===== config.mk =====
export PLATFORM = sky130hd
export DESIGN_NAME = muldiv_unit_flat
export DESIGN_NICKNAME = d
export VERILOG_FILES = /design/src/rtl/muldiv_if.sv /design/src/rtl/muldiv_unit.sv /design/src/flat_wrapper.sv
export SDC_FILE = /design/constraint.sdc
export NUM_CORES = 1
export LEC_CHECK = 0
export CAP_MARGIN = 5
export CELL_PAD_IN_SITES_DETAIL_PLACEMENT = 1
export CELL_PAD_IN_SITES_GLOBAL_PLACEMENT = 1
export CORE_MARGIN = 4
export CORE_UTILIZATION = 48
export CTS_BUF_LIST = sky130_fd_sc_hd__clkbuf_16
export DETAILED_ROUTE_END_ITERATION = 10
export PLACE_DENSITY = 0.87
export SKIP_CTS_REPAIR_TIMING = 1
export SYNTH_ARGS = -nofsm -noshare
export SYNTH_HDL_FRONTEND = slang
export SYNTH_SLANG_ARGS = --single-unit
export TNS_END_PERCENT = 20

===== constraint.sdc =====
create_clock -name clk -period 10.9 [get_ports clk]
set_input_delay 2.18 -clock clk [delete_from_list [all_inputs] [get_ports clk]]
set_output_delay 2.18 -clock clk [all_outputs]
set_load 0.01 [all_outputs]

===== src/rtl/muldiv_if.sv =====
// Request/response bundle between the execute-stage controller and the
// iterative multiply-divide unit.
interface muldiv_if #(
  parameter int unsigned XLEN = 32
);
  logic            in_valid;
  logic            in_ready;
  logic [2:0]      funct3;
  logic [6:0]      funct7;
  logic [XLEN-1:0] SrcA;
  logic [XLEN-1:0] SrcB;
  logic            flush;
  logic            IsMulDiv;
  logic            Busy;
  logic            out_valid;
  logic [XLEN-1:0] Result;

  modport master (
    output in_valid, funct3, funct7, SrcA, SrcB, flush,
    input  in_ready, IsMulDiv, Busy, out_valid, Result
  );

  modport slave (
    input  in_valid, funct3, funct7, SrcA, SrcB, flush,
    output in_ready, IsMulDiv, Busy, out_valid, Result
  );
endinterface


===== src/rtl/muldiv_unit.sv =====
// Iterative RV32M/RV64M multiply-divide unit: shift-add multiplier and
// restoring divider sharing one 2*XLEN accumulator, one bit per cycle.
module muldiv_unit #(
  parameter int unsigned XLEN = 32
) (
  input logic     clk,
  input logic     rst_n,
  muldiv_if.slave bus
);
  localparam int unsigned CW = $clog2(XLEN);
  localparam int unsigned DW = 2 * XLEN;
  localparam logic [6:0]  MEXT = 7'b0000001;

  typedef enum logic [1:0] {IDLE = 2'd0, CALC = 2'd1, DONE = 2'd2} state_t;

  state_t          state;
  logic [CW-1:0]   cnt;
  logic [2:0]      op;
  logic            neg_res;
  logic [XLEN-1:0] opb;
  logic [XLEN-1:0] result_q;
  logic [DW-1:0]   acc;

  // Request decode: signedness, magnitudes and one-cycle special cases
  logic            is_md, accept, a_sgn, b_sgn, a_neg, b_neg, div_zero, div_ovf;
  logic [2:0]      f3;
  logic [XLEN-1:0] a_mag, b_mag, special_res;

  assign f3       = bus.funct3;
  assign is_md    = (bus.funct7 == MEXT);
  assign accept   = bus.in_valid & (state == IDLE) & is_md;
  assign a_sgn    = (f3 == 3'b001) | (f3 == 3'b010) | (f3 == 3'b100) | (f3 == 3'b110);
  assign b_sgn    = (f3 == 3'b001) | (f3 == 3'b100) | (f3 == 3'b110);
  assign a_neg    = a_sgn & bus.SrcA[XLEN-1];
  assign b_neg    = b_sgn & bus.SrcB[XLEN-1];
  assign a_mag    = a_neg ? (~bus.SrcA + XLEN'(1)) : bus.SrcA;
  assign b_mag    = b_neg ? (~bus.SrcB + XLEN'(1)) : bus.SrcB;
  assign div_zero = f3[2] & (bus.SrcB == '0);
  assign div_ovf  = f3[2] & ~f3[0] & (bus.SrcA == {1'b1, {(XLEN-1){1'b0}}}) &
                    (bus.SrcB == '1);

  always_comb begin
    special_res = bus.SrcA;
    if (div_zero)     special_res = f3[1] ? bus.SrcA : '1;
    else if (f3[1])   special_res = '0;
  end

  // One iteration: acc = {hi, lo}; multiplier in lo, quotient shifts into lo
  logic [XLEN:0]   mul_sum;
  logic [XLEN-1:0] div_diff, hi_nxt, lo_nxt, fin;
  logic            div_ge;
  logic [DW-1:0]   mul_nxt, div_nxt, acc_nxt, prod_fix;

  assign mul_sum  = {1'b0, acc[DW-1:XLEN]} + {1'b0, opb};
  assign mul_nxt  = acc[0] ? {mul_sum, acc[XLEN-1:1]} : {1'b0, acc[DW-1:1]};
  assign div_ge   = {acc[DW-1:XLEN], acc[XLEN-1]} >= {1'b0, opb};
  // Partial remainder stays below the divisor, so XLEN bits of the difference suffice
  assign div_diff = {acc[DW-2:XLEN], acc[XLEN-1]} - opb;
  assign div_nxt  = div_ge ? {div_diff, acc[XLEN-2:0], 1'b1} : {acc[DW-2:0], 1'b0};
  assign acc_nxt  = op[2] ? div_nxt : mul_nxt;
  assign hi_nxt   = acc_nxt[DW-1:XLEN];
  assign lo_nxt   = acc_nxt[XLEN-1:0];
  assign prod_fix = neg_res ? (~acc_nxt + DW'(1)) : acc_nxt;

  // Sign fixup of the final iteration's value
  always_comb begin
    fin = lo_nxt;
    if (!op[2])     fin = (op[1:0] == 2'b00) ? prod_fix[XLEN-1:0] : prod_fix[DW-1:XLEN];
    else if (op[1]) fin = neg_res ? (~hi_nxt + XLEN'(1)) : hi_nxt;
    else            fin = neg_res ? (~lo_nxt + XLEN'(1)) : lo_nxt;
  end

  always_ff @(posedge clk or negedge rst_n) begin
    if (!rst_n) begin
      state    <= IDLE;
      cnt      <= '0;
      op       <= '0;
      neg_res  <= 1'b0;
      opb      <= '0;
      acc      <= '0;
      result_q <= '0;
    end else if (bus.flush) begin
      state <= IDLE;
    end else begin
      case (state)
        IDLE: begin
          if (accept) begin
            op      <= f3;
            neg_res <= (f3[2] & f3[1]) ? a_neg : (a_neg ^ b_neg);
            if (div_zero | div_ovf) begin
              result_q <= special_res;
              state    <= DONE;
            end else begin
              state <= CALC;
              cnt   <= CW'(XLEN - 1);
              if (f3[2]) begin
                acc <= {{XLEN{1'b0}}, a_mag};
                opb <= b_mag;
              end else begin
                acc <= {{XLEN{1'b0}}, b_mag};
                opb <= a_mag;
              end
            end
          end
        end
        CALC: begin
          acc <= acc_nxt;
          cnt <= cnt - CW'(1);
          if (cnt == '0) begin
            result_q <= fin;
            state    <= DONE;
          end
        end
        DONE:    state <= IDLE;
        default: state <= IDLE;
      endcase
    end
  end

  assign bus.in_ready  = (state == IDLE);
  assign bus.Busy      = (state == CALC) | (state == DONE);
  assign bus.out_valid = (state == DONE) & ~bus.flush;
  assign bus.Result    = result_q;
  assign bus.IsMulDiv  = is_md;
endmodule

===== src/flat_wrapper.sv =====
// flat-port wrapper written by rule: the top's interface ports become plain ports
module muldiv_unit_flat 
#(
  parameter int unsigned XLEN = 32
)
  (clk, rst_n, bus_in_valid, bus_funct3, bus_funct7, bus_SrcA, bus_SrcB, bus_flush, bus_in_ready, bus_IsMulDiv, bus_Busy, bus_out_valid, bus_Result);
  muldiv_if #(.XLEN(XLEN)) bus_i ();
  input logic clk;
  input logic rst_n;
  input wire logic [$bits(bus_i.in_valid)-1:0] bus_in_valid;
  input wire logic [$bits(bus_i.funct3)-1:0] bus_funct3;
  input wire logic [$bits(bus_i.funct7)-1:0] bus_funct7;
  input wire logic [$bits(bus_i.SrcA)-1:0] bus_SrcA;
  input wire logic [$bits(bus_i.SrcB)-1:0] bus_SrcB;
  input wire logic [$bits(bus_i.flush)-1:0] bus_flush;
  output wire logic [$bits(bus_i.in_ready)-1:0] bus_in_ready;
  output wire logic [$bits(bus_i.IsMulDiv)-1:0] bus_IsMulDiv;
  output wire logic [$bits(bus_i.Busy)-1:0] bus_Busy;
  output wire logic [$bits(bus_i.out_valid)-1:0] bus_out_valid;
  output wire logic [$bits(bus_i.Result)-1:0] bus_Result;
  assign bus_i.in_valid = bus_in_valid;
  assign bus_i.funct3 = bus_funct3;
  assign bus_i.funct7 = bus_funct7;
  assign bus_i.SrcA = bus_SrcA;
  assign bus_i.SrcB = bus_SrcB;
  assign bus_i.flush = bus_flush;
  assign bus_in_ready = bus_i.in_ready;
  assign bus_IsMulDiv = bus_i.IsMulDiv;
  assign bus_Busy = bus_i.Busy;
  assign bus_out_valid = bus_i.out_valid;
  assign bus_Result = bus_i.Result;
  muldiv_unit #(.XLEN(XLEN)) u_core (.clk(clk), .rst_n(rst_n), .bus(bus_i));
endmodule

### Word level (Yosys, flattened, before mapping)

Index checks and enable logic that the tools add are counted.

| storage, ports and cells | value |
|---|---|
| bits in registers | 139 |
| bits of input ports | 78 |
| output and inout bits | 36 |
| word-level logic and storage cells | 99 |

| operators by class | value |
|---|---|
| add/subtract/negate cells | 8 |
| $lt $le $gt $ge | 1 |
| equal/unequal tests | 15 |
| multiplexer cells | 32 |
| bitwise operators | 26 |
| reduce and logical (&&, ||, !) cells | 10 |

Operator list:

| cell | count |
|---|---|
| 2-to-1 mux 32 bit | 15 |
| 2-to-1 mux 64 bit | 6 |
| adder 32 x 1 -> 32 bit (second input constant) | 4 |
| NOT 32 bit | 4 |
| one-hot mux 64 bit (2 select lines) | 1 |
| adder 64 x 1 -> 64 bit (second input constant) | 1 |
| equality test 32 bit (second input constant) | 2 |
| NOT 64 bit | 1 |
| one-hot mux 32 bit (2 select lines) | 1 |
| adder 32 x 32 -> 33 bit | 1 |
| greater-or-equal comparator 33 x 32 -> 1 bit | 1 |
| zero test 32 bit | 1 |
| subtractor 32 bit | 1 |
| bitwise AND 1 bit | 10 |
| 2-to-1 mux 5 bit | 2 |
| one-hot mux 5 bit (2 select lines) | 1 |
| 2-to-1 mux 2 bit | 4 |
| AND reduction 4 bit | 2 |
| equality test 7 x 1 -> 1 bit (second input constant) | 1 |
| bitwise OR 1 bit | 7 |
| equality test 3 bit (second input constant) | 2 |
| != test 2 x 1 -> 1 bit (second input constant) | 3 |
| != test 3 x 2 -> 1 bit (second input constant) | 2 |
| zero test 5 bit | 1 |
| 15 further kinds | 18 |

### Logic depth before layout (Yosys ltp)

Gate-level depths: netlist of run 1.

| depth | value |
|---|---|
| depth after elaboration | 10 |
| mapped depth | 25 |
| gate-level depth less buffers | 23 |

### Worst setup path before layout of run 1

Ideal clock, no wire load.

| timing | value |
|---|---|
| path type | input-to-reg |
| from | input port bus_SrcB[8] |
| to | register u_core.result_q[30] (netlist: u_core.bus.Result[30]) |
| setup time | 0.120 ns |
| data arrival time | 5.555 ns |
| required time | 10.781 ns |
| path slack | 5.226 ns |
| stages on the path | 14 |
| buffers on the path | 1 |
| cell sequence | or4_1 or3_1 or4_1 or3_1 nor3_2 and4b_1 buf_2 nor2_1 a2111oi_4 nand2_1 a21oi_1 o311a_1 a31o_1 nand2_1 |

| on the way | value |
|---|---|
| word-level cells in the longest chain between the ends | 6 |
| elaborated cells on any way between the ends | 11 |
| classes of those cells | 2 x eq/ne; 4 x mux; 3 x bitwise; 2 x reduce/logical |

Ends and longest elaborated chain:

| element | RTL line | text |
|---|---|---|
| start, declared | flat_wrapper.sv:14 | `input wire logic [$bits(bus_i.SrcB)-1:0] bus_SrcB;` |
| zero test 32 bit | muldiv_unit.sv:38 | `assign div_zero = f3[2] & (bus.SrcB == '0);` |
| bitwise AND 1 bit | muldiv_unit.sv:38 |  |
| 2-to-1 mux 32 bit | muldiv_unit.sv:44 | `if (div_zero) special_res = f3[1] ? bus.SrcA : '1;` |
| 2-to-1 mux 32 bit | muldiv_unit.sv:90 | `if (div_zero \| div_ovf) begin` |
| 2-to-1 mux 32 bit | muldiv_unit.sv:87 | `if (accept) begin` |
| one-hot mux 32 bit (2 select lines) | muldiv_unit.sv:85 | `case (state)` |
| end signal, assigned | muldiv_unit.sv:91 | `result_q <= special_res;` |
| end signal, assigned | muldiv_unit.sv:110 | `result_q <= fin;` |
| end, declared | muldiv_unit.sv:21 | `logic [XLEN-1:0] result_q;` |

Several ways; a longest one is shown, not always the timed one. The select of a mux whose other input is x is not followed.
A chain may end at the register's enable or synchronous reset.

### Final worst setup path of run 1

| timing | value |
|---|---|
| from | input port bus_SrcB[8] |
| to | register u_core.acc[20] |

| on the way | value |
|---|---|
| word-level cells in the longest chain between the ends | 7 |
| elaborated cells on any way between the ends | 14 |
| classes of those cells | 1 x add/sub; 2 x eq/ne; 5 x mux; 4 x bitwise; 2 x reduce/logical |

Ends and longest elaborated chain:

| element | RTL line | text |
|---|---|---|
| NOT 32 bit | muldiv_unit.sv:37 | `assign b_mag = b_neg ? (~bus.SrcB + XLEN'(1)) : bus.SrcB;` |
| adder 32 x 1 -> 32 bit | muldiv_unit.sv:37 |  |
| 2-to-1 mux 32 bit | muldiv_unit.sv:37 |  |
| 2-to-1 mux 32 bit | muldiv_unit.sv:96 | `if (f3[2]) begin` |
| 2-to-1 mux 64 bit | muldiv_unit.sv:90 |  |
| 2-to-1 mux 64 bit | muldiv_unit.sv:87 |  |
| one-hot mux 64 bit (2 select lines) | muldiv_unit.sv:85 |  |
| end signal, assigned | muldiv_unit.sv:97 | `acc <= {{XLEN{1'b0}}, a_mag};` |
| end signal, assigned | muldiv_unit.sv:100 | `acc <= {{XLEN{1'b0}}, b_mag};` |
| end signal, assigned | muldiv_unit.sv:107 | `acc <= acc_nxt;` |
| end, declared | muldiv_unit.sv:22 | `logic [DW-1:0] acc;` |

Several ways; a longest one is shown, not always the timed one. The select of a mux whose other input is x is not followed.

==> results.json, run 1 <==
{
  "n_antenna_cell": 0,
  "vias": 19400,
  "clk_path_buf_depth": 2,
  "maxSlewViolCount": 0,
  "hp-class": "register to register",
  "crit_start": "bus_SrcB[8]",
  "rsz0062_at_grt": "false",
  "antenna_left": 0,
  "drive_gt1_share_pct": 5.43,
  "synth_edf_count": 0,
  "power_density_nw_per_um2": 243,
  "synth_async_sr_flop_share_pct": 100,
  "crit_path_end_kind": "register",
  "dr.pass1.iters": 7,
  "die_h_um": 194,
  "crit_path_max_fanout": 64,
  "area_growth_pct": 11.1,
  "start_util_pct": 49.1,
  "grt_pass1_wl_um": 117000,
  "grt_max_degree": 102,
  "yosys_warnings": 0,
  "crit_arrival_ns": 8.59,
  "tightest_slew_ns": 1.30,
  "status": "complete, no violations",
  "synth_top_area_cell": "dfrtp_1",
  "slowest_stage": "nand2b_2",
  "drt-initial-drc-count": 2333,
  "clock_skew_ns": 0.0122,
  "cts_buffers": 17,
  "fin_crit_ns": 8.24,
  "remaining_drc_errors": 0,
  "syn_nets": 2493,
  "portBuffers": 113,
  "synth_ff_type": "dfrtp_1",
  "yosysMostFrequentCell": "nand2_1",
  "vias_per_cell": 6.93,
  "clk_latency_ns": 0.45,
  "path_class": "input port to register",
  "final_area_sq_um": 18400,
  "syn_area_sq_um": 16600,
  "syn_inst": 2339,
  "wl_um": 77500,
  "cpPeakStageDelay_ns": 0.83,
  "h-tree-depth": 4,
  "place_congestion": 1.01,
  "path_cells": "clkdlybuf4s50_1 > or4_1 > or3_1 > or4_1 > or3_1 > nor3_2 > and4b_2 > buf_4 > nor2_1 > nand2b_2 > o21ai_0 > o21ai_4 > buf_4 > nand2_1 > o21ai_0",
  "critPathLaunchType": "input port",
  "p_leak_nw": 7.39,
  "syn_area_per_cell_sq_um": 7.09,
  "grt_pass1_vias": 19000,
  "total_power_mw": 4.49,
  "ys_top_cells_by_area": "dfrtp_1 (21%), o21ai_0 (7.8%), nand2_1 (7.2%)",
  "fin_crit_sh_pct": 75.6,
  "final_core_util_pct": 54.6,
  "grt_antenna_before_repair": 0,
  "routedWlPerCell_um": 27.6,
  "synth_common_cells": "nand2_1 (318), o21ai_0 (258), nor2_1 (227)",
  "finalHoldViolations": 0,
  "max_freq_ghz": 0.121,
  "relSlewSlack_pct": 12.6,
  "clock-sinks": 139,
  "ys_types": 99,
  "cp.required_ns": 11.25,
  "ir_drop_v": 0.000215,
  "setup_viol": 0,
  "num_rows": 67,
  "tns_ns": 0,
  "n_fill_cell": 4394,
  "coreArea_sq_um": 33800,
  "ioPinCount": 114,
  "root_buffer": "clkbuf_16",
  "r2r-start": "u_core.opb[15]",
  "min_from": "u_core.cnt[3]",
  "die_area_sq_um": 37600,
  "hpwl_um": 60900,
  "seq_area_frac_synth_pct": 21.0,
  "yosysTopAreaCellShare_pct": 21.0,
  "setup_ws_ns": 2.66,
  "dpl_cell_area_sq_um": 17900,
  "pre_cts_ws_ns": 2.37,
  "clk_pin_slew_ns": 0.06,
  "synth_seq_cells": 139,
  "cts_tree": "done",
  "grtUsageTotal_pct": 39.6,
  "die_x_um": 194,
  "grt.overflow.total": 0,
  "nets": 2502,
  "drv_cap": 0
}
-- routing by layer --
layer  global-route usage [%]  vias up  wire length (um)
met2                     63.0      991             35100
met1                     52.6     9613             31600
met3                     6.03      248              6400
met5                        0        -                 0
met4                     19.9        0              4440
li1                         -     8588                 -
-- flip-flops by register name (all words and copies together) (netlist names) --
signal / flops
u_core.acc: 64
u_core.bus.Result: 32
u_core.cnt: 5
u_core.neg_res: 1
u_core.op: 3
u_core.opb: 32
u_core.state: 2
-- report_power, final --
| part | internal [mW] | leakage (nW) | total [mW] | switching, mW |
|---|---|---|---|---|
| Clock | 0.327 | 0.270 | 0.568 | 0.241 |
| Combinational | 1.04 | 5.31 | 3.07 | 2.03 |
| Sequential | 0.665 | 1.81 | 0.851 | 0.187 |
| Total | 2.03 | 7.39 | 4.49 | 2.46 |
-- path summary, 6_finish.rpt --
check	end	cells after the start	slack, ns
setup / recovery	u_core.acc[20]	15	2.66
hold / removal	u_core.cnt[3]	1	0.48
setup reg to reg	u_core.bus.Result[24]	23	3.58
hold reg to reg	u_core.cnt[3]	1	0.48
max in group asynchronous	u_core.op[2]	2	7.78
min in group asynchronous	u_core.acc[53]	1	1.84
-- cell type report --
cell class,instances,area [sq um],area share (%)
Clock buffer,17,425,2.31
Multi-Input combinational cell,1979,12300,66.5
Clock inverter,12,111,0.604
Tap cell,448,561,3.04
Sequential cell,139,3480,18.9
Timing Repair Buffer,142,1350,7.29
Inverter,69,259,1.40
-- critical path, delay by kind of cell --
family | cells | cell delay, ns
buffers and inverters | 3 | 1.57
AND/OR/NAND/NOR | 9 | 3.57
AO/OA/AOI/OAI | 3 | 1.19
-- logic make-up after synthesis --
group | count (synthesis) | share of synthesized area [%]
muxes | 61 | 3.81
and+or+nand+nor | 871 | 24.5
xor gates and xnor gates | 157 | 8.29
adders and majority gates | 76 | 5.82
AOI/OAI and AO/OA | 814 | 31.3
buffers and inverters | 221 | 5.35
DFF | 139 | 21.0
-- cell usage in the layout, fill, tap and decap left out, types with 18 or more instances in the layout --
cell,Yosys,final
nand2_1,318,318
o21ai_0,258,257
nor2_1,227,227
a21oi_1,215,215
dfrtp_1,139,137
clkdlybuf4s50_1,0,111
xnor2_1,97,97
ha_1,74,73
inv_1,68,70
nor3_1,62,62
xor2_1,60,60
mux2i_1,53,53
nand3_1,50,50
nand4_1,41,41
a211oi_1,36,36
o31ai_1,36,36
or3_1,32,32
buf_4,1,29
o211ai_1,26,26
a21o_1,23,23
a31oi_1,23,23
nor4_1,23,23
o21a_1,18,18
-- stage by stage --
| step | instances | hold slack, ns |
|---|---|---|
| final | 2806 | 0.483 |
| after global routing | 2806 | 0.499 |
| after CTS | 2806 | 0.480 |
| after detailed placement | 2777 | 0.471 |
| after global placement | 2777 | 0.459 |
| after floorplan | 2339 | 0.442 |
No activity file was read; power rests on OpenSTA's default activity.
==> run 2, diff against run 1 <==
--- a/config.mk
+++ b/config.mk
@@ -9,10 +9,10 @@
 export CELL_PAD_IN_SITES_DETAIL_PLACEMENT = 1
 export CELL_PAD_IN_SITES_GLOBAL_PLACEMENT = 1
 export CORE_MARGIN = 4
-export CORE_UTILIZATION = 48
+export CORE_UTILIZATION = 41
 export CTS_BUF_LIST = sky130_fd_sc_hd__clkbuf_16
 export DETAILED_ROUTE_END_ITERATION = 10
-export PLACE_DENSITY = 0.87
+export PLACE_DENSITY = 0.79
 export SKIP_CTS_REPAIR_TIMING = 1
 export SYNTH_ARGS = -nofsm -noshare
 export SYNTH_HDL_FRONTEND = slang
==> constraint.sdc (replaced) <==
create_clock -name clk -period 7.4 [get_ports clk]
set_input_delay 1.48 -clock clk [delete_from_list [all_inputs] [get_ports clk]]
set_output_delay 1.48 -clock clk [all_outputs]
set_load 0.01 [all_outputs]
==> run 2 against run 1 <==
  * Sequential power rose by 47%
  * Largest cell class unchanged
  * Power rose by 48%
  * Non-clock buffer count rose by 5
==> results.json, run 2 (same netlist as run 1, synthesis figures left out) <==
{
  "fin_crit_ns": 6.41,
  "grtUsageTotal_pct": 34.1,
  "fin_crit_sh_pct": 86.6,
  "remaining_drc_errors": 0,
  "die_h_um": 209,
  "grt.overflow.total": 0,
  "power_density_nw_per_um2": 355,
  "clock_skew_ns": 0.0173,
  "ff_latch_area_sq_um": 3480,
  "status": "complete, no violations",
  "p_leak_nw": 7.43,
  "coreArea_sq_um": 39900,
  "vias": 18900,
  "reg2reg_slack_ns": 0.99,
  "maxSlewViolCount": 0,
  "multi_input_area_sq_um": 12300,
  "intPower_mw": 3.03,
  "p_clk_share_pct": 13.9,
  "clk_latency_ns": 0.46,
  "root_buffer": "clkbuf_16",
  "antenna_left": 0,
  "start_util_pct": 41.6,
  "pwr-share-comb_pct": 67.2,
  "die_area_sq_um": 43800,
  "r2r-end": "u_core.bus.Result[10]",
  "final_common_cell": "nand2_1",
  "whs_path_depth": 2,
  "max_freq_ghz": 0.156,
  "grt_antenna_before_repair": 4,
  "crit_path_max_fanout": 15,
  "die_x_um": 209,
  "setup_viol": 0,
  "routedWlPerCell_um": 26.6,
  "cts_buffers": 17,
  "n_fill_cell": 5043,
  "vias_per_cell": 6.53,
  "tightest_slew_ns": 1.13,
  "regMostFlops": "u_core.acc",
  "p_sw_share_pct": 54.3,
  "drv_cap": 0,
  "hpwl_um": 61100,
  "grt_pass1_vias": 18500,
  "layout_common_cells": "nand2_1 (318), o21ai_0 (257), nor2_1 (227)",
  "clk_pin_slew_ns": 0.08,
  "pwr-share-seq_pct": 18.9,
  "dr.pass1.iters": 5,
  "grt_max_degree": 106,
  "cp.required_ns": 7.72,
  "portBuffers": 113,
  "ir_drop_v": 0.000190,
  "ioPinCount": 114,
  "area_growth_pct": 12.3,
  "path_class": "register to register",
  "critPathLaunchType": "register",
  "min_from": "u_core.bus.Result[12]",
  "final_core_util_pct": 46.7,
  "crit_arrival_ns": 6.73,
  "reg2regPathDepth": 21,
  "relSlewSlack_pct": 24.5,
  "crit_path_end_kind": "register",
  "h-tree-depth": 4,
  "holdPathEnd": "u_core.bus.Result[12]",
  "nets": 2507,
  "hp-class": "register to register",
  "switching_power_mw": 3.60,
  "tns_ns": 0,
  "clock-sinks": 139,
  "num_rows": 73,
  "clk_path_buf_depth": 2,
  "drive_gt1_share_pct": 5.87,
  "place_congestion": 1.00,
  "wl_um": 77000,
  "cts_tree": "done",
  "rsz0062_at_grt": "false",
  "largest_reg_flops": 64,
  "timing.hold.ws_ns": 0.481,
  "grt_pass1_wl_um": 116000,
  "drt-initial-drc-count": 1957,
  "r2r-start": "u_core.acc[46]",
  "finalHoldViolations": 0
}
run 2: cell count changes in the layout (fill, tap and decap cells not counted), sizes merged:
cell / previous run / this run
buf: 31 / 36
clkinv: 7 / 2
diode: 0 / 1
inv: 70 / 77
clkinvlp: 2 / 3
run 2: final cells by class:
type | count | share of cell area (%)
Multi-Input combinational cell | 1979 | 65.7
Sequential cell | 139 | 18.7
Timing Repair Buffer | 147 | 7.42
Tap cell | 525 | 3.52
Clock buffer | 17 | 2.28
Inverter | 69 | 1.39
Clock inverter | 15 | 0.940
Antenna cell | 1 | 0.0134
run 2: critical path, cell delays in order (launching register included):
cell and delay (ns):
dfrtp_1 0.47, ha_1 0.47, nand2_1 0.29, o21ai_0 0.14
a31oi_1 0.47, a31oi_4 0.20, a21o_4 0.33, nand2_1 0.51
nand2_1 0.19, inv_1 0.09, ha_1 0.18, o211ai_1 0.15
nor4_1 0.35, nand3_1 0.21, nor2_1 0.45, nand2_1 0.13
nor2_1 0.30, nand2_1 0.12, o21ai_0 0.36, o221ai_1 0.19
a211oi_1 0.50, o31ai_1 0.15
run 2: routing by layer:
layer | track usage (%) | vias to the layer above | wire (um)
met5 | 0 | - | 26
met4 | 12.4 | 4 | 3140
met3 | 5.55 | 154 | 5830
met2 | 54.2 | 724 | 34900
met1 | 46.8 | 9385 | 33100
li1 | - | 8606 | -
run 2: worst max path at each step:
stage,startpoint,endpoint,slack [ns],cells past startpoint
2_1_floorplan,bus_SrcB[8],u_core.bus.Result[30],2.43,14
3_3_place_gp,u_core.acc[37],u_core.bus.Result[10],1.35,21
3_5_place_dp,u_core.acc[46],u_core.bus.Result[10],1.21,21
4_1_cts,u_core.acc[46],u_core.bus.Result[10],1.20,21
5_1_grt,u_core.acc[46],u_core.bus.Result[14],0.59,22
6_report,u_core.acc[46],u_core.bus.Result[10],0.99,21
run 2: power by group through the flow:
stage	combinational (mW)	sequential (mW)	clock (mW)
3_3_place_gp	4.21	1.24	0
6_report	4.46	1.25	0.921
4_1_cts	4.35	1.24	0.927
2_1_floorplan	2.88	1.18	0
3_5_place_dp	4.32	1.25	0
5_1_grt	4.78	1.28	0.958
run 2: through the flow:
step	area (sq um)	std cells	power (mW)	worst slack (ns)
after CTS	18600	2891	6.52	1.20
after detailed placement	18000	2859	5.57	1.21
after global routing	18600	2891	7.01	0.590
after global placement	18000	2859	5.45	1.35
final	18600	2892	6.63	0.991
after floorplan	16600	2339	4.05	2.43
==> run 3, diff against run 2 <==
--- a/config.mk
+++ b/config.mk
@@ -12,6 +12,7 @@
 export CORE_UTILIZATION = 41
 export CTS_BUF_LIST = sky130_fd_sc_hd__clkbuf_16
 export DETAILED_ROUTE_END_ITERATION = 10
+export GPL_ROUTABILITY_DRIVEN = 0
 export PLACE_DENSITY = 0.79
 export SKIP_CTS_REPAIR_TIMING = 1
 export SYNTH_ARGS = -nofsm -noshare
==> run 3 against run 2 <==
  * Utilization decreased by 0.12 points
  * Clock skew decreased by 0.0037 ns
  * Final area decreased by 0.25%
  * Largest power group unchanged
  * Non-clock buffer count decreased by 4
  * Die area unchanged
  * Worst hold slack improved by 0.00073 ns
  * Fmax decreased by 0.76%
  * Sequential cell count unchanged
  * Critical endpoint unchanged
  * Wire length decreased by 2.8%
==> results.json, run 3 (same netlist as run 1, synthesis figures left out) <==
{
  "clock_skew_ns": 0.0136,
  "grt.overflow.total": 0,
  "p_clk_share_pct": 13.6,
  "r2r-start": "u_core.opb[23]",
  "hpwl_um": 58800,
  "die_h_um": 209,
  "cts_tree": "done",
  "vias_per_cell": 6.65,
  "area_growth_pct": 12.1,
  "num_rows": 73,
  "largest_reg_flops": 64,
  "portBuffers": 113,
  "pwr-share-seq_pct": 18.8,
  "max_freq_ghz": 0.155,
  "multi_input_area_sq_um": 12300,
  "ir_drop_v": 0.000148,
  "antenna_left": 0,
  "hp-class": "register to register",
  "finalHoldViolations": 0,
  "fin_crit_sh_pct": 87.3,
  "relSlewSlack_pct": 23.1,
  "ff_latch_area_sq_um": 3480,
  "power_density_nw_per_um2": 357,
  "clk_pin_slew_ns": 0.07,
  "tns_ns": 0,
  "regMostFlops": "u_core.acc",
  "remaining_drc_errors": 0,
  "cp.required_ns": 7.71,
  "crit_arrival_ns": 6.77,
  "fin_crit_ns": 6.46,
  "coreArea_sq_um": 39900,
  "status": "complete, no violations",
  "cpPeakStageDelay_ns": 0.58,
  "grt_pass1_vias": 18800,
  "maxSlewViolCount": 0,
  "slowest_stage": "dfrtp_1",
  "n_fill_cell": 5084,
  "grt_antenna_before_repair": 3,
  "clk_path_buf_depth": 2,
  "grtUsageTotal_pct": 32.8,
  "p_sw_share_pct": 54.6,
  "final_common_cell": "nand2_1",
  "intPower_mw": 3.01,
  "min_from": "u_core.bus.Result[19]",
  "wl_um": 74900,
  "path_class": "register to register",
  "grt_max_degree": 106,
  "crit_path_end_kind": "register",
  "critPathLaunchType": "register",
  "cts_buffers": 17,
  "grt_pass1_wl_um": 113000,
  "reg2regPathDepth": 22,
  "nets": 2503,
  "setup_viol": 0,
  "rsz0062_at_grt": "false",
  "switching_power_mw": 3.63,
  "p_leak_nw": 7.41,
  "drv_cap": 0,
  "layout_common_cells": "nand2_1 (318), o21ai_0 (257), nor2_1 (227)",
  "drt-initial-drc-count": 2043,
  "whs_path_depth": 2,
  "vias": 19200,
  "die_x_um": 209,
  "routedWlPerCell_um": 25.9,
  "path_cells": "inv_1 > ha_1 > a21oi_1 > a21boi_0 > a311oi_2 > nand3_2 > a21o_4 > nand2_1 > nand2_1 > inv_1 > ha_1 > o211ai_1 > nor4_1 > nand3_1 > nor2_1 > nand2_1 > nor2_1 > nand2_1 > o21ai_0 > o221ai_1 > a211oi_1 > o31ai_1",
  "dr.pass1.iters": 6,
  "clock-sinks": 139,
  "tightest_slew_ns": 1.15,
  "cpMostUsedCell": "nand2_1",
  "root_buffer": "clkbuf_16",
  "timing.hold.ws_ns": 0.482,
  "final_core_util_pct": 46.6,
  "crit_start": "u_core.opb[23]",
  "die_area_sq_um": 43800,
  "h-tree-depth": 4,
  "ioPinCount": 114,
  "crit_path_max_fanout": 15,
  "start_util_pct": 41.6,
  "n_antenna_cell": 0,
  "drive_gt1_share_pct": 5.67,
  "pwr-share-comb_pct": 67.6,
  "clk_latency_ns": 0.46
}
run 3: cell count changes in the layout (fill, tap and decap cells not counted):
cell and delta:
inv_1 +1, buf_4 -4, diode_2 -1, inv_8 -1, clkinv_2 +2, clkinvlp_4 -1
inv_6 -1
run 3: final timing paths:
path	end	slack, ns
max reg2reg	u_core.bus.Result[10]	0.94
min	u_core.bus.Result[19]	0.48
max	u_core.bus.Result[10]	0.94
min reg2reg	u_core.bus.Result[19]	0.48
max in group asynchronous	u_core.opb[14]	4.95
min in group asynchronous	u_core.cnt[2]	1.03
run 3: routing by layer:
metal  routed length [um]  track usage (%)  part of all wire (%)  up-vias
met2                33700             52.3                    45      923
li1                     -                -                     -     8599
met5                   34                0                 0.045        -
met3                 7410             8.41                   9.9      218
met4                 3590             13.9                   4.8        4
met1                30200             42.3                    40     9446
run 3: critical path, delay by kind of cell (launching register included):
family / cells / cell delay [ns]
compound gates: 9 / 2.35
fa+ha+maj: 2 / 0.60
buf+inv: 2 / 0.20
flops: 1 / 0.58
simple gates: 9 / 2.57
run 3: power groups by stage:
stage	combinational, mW	sequential (mW)	clock [mW]
after floorplan	2.88	1.18	0
after global placement	4.18	1.24	0
after detailed placement	4.31	1.25	0
after CTS	4.35	1.24	0.897
after global routing	4.76	1.27	0.925
final	4.49	1.25	0.901
run 3: stage by stage:
| stage | area [sq um] | setup WS, ns | total power [mW] | cells |
|---|---|---|---|---|
| floorplan | 16600 | 2.43 | 4.05 | 2339 |
| global route | 18600 | 0.513 | 6.96 | 2887 |
| global placement | 18000 | 1.38 | 5.42 | 2855 |
| detailed placement | 18000 | 1.20 | 5.56 | 2855 |
| CTS | 18600 | 1.17 | 6.49 | 2887 |
| finish | 18600 | 0.942 | 6.64 | 2887 |
run 3: cell type report:
type,count,area share [%]
clock buffer,17,2.29
inverter,69,1.39
timing repair buffer,143,7.27
clock inverter,15,0.868
tap,525,3.53
sequential,139,18.7
multi-input combinational,1979,65.9
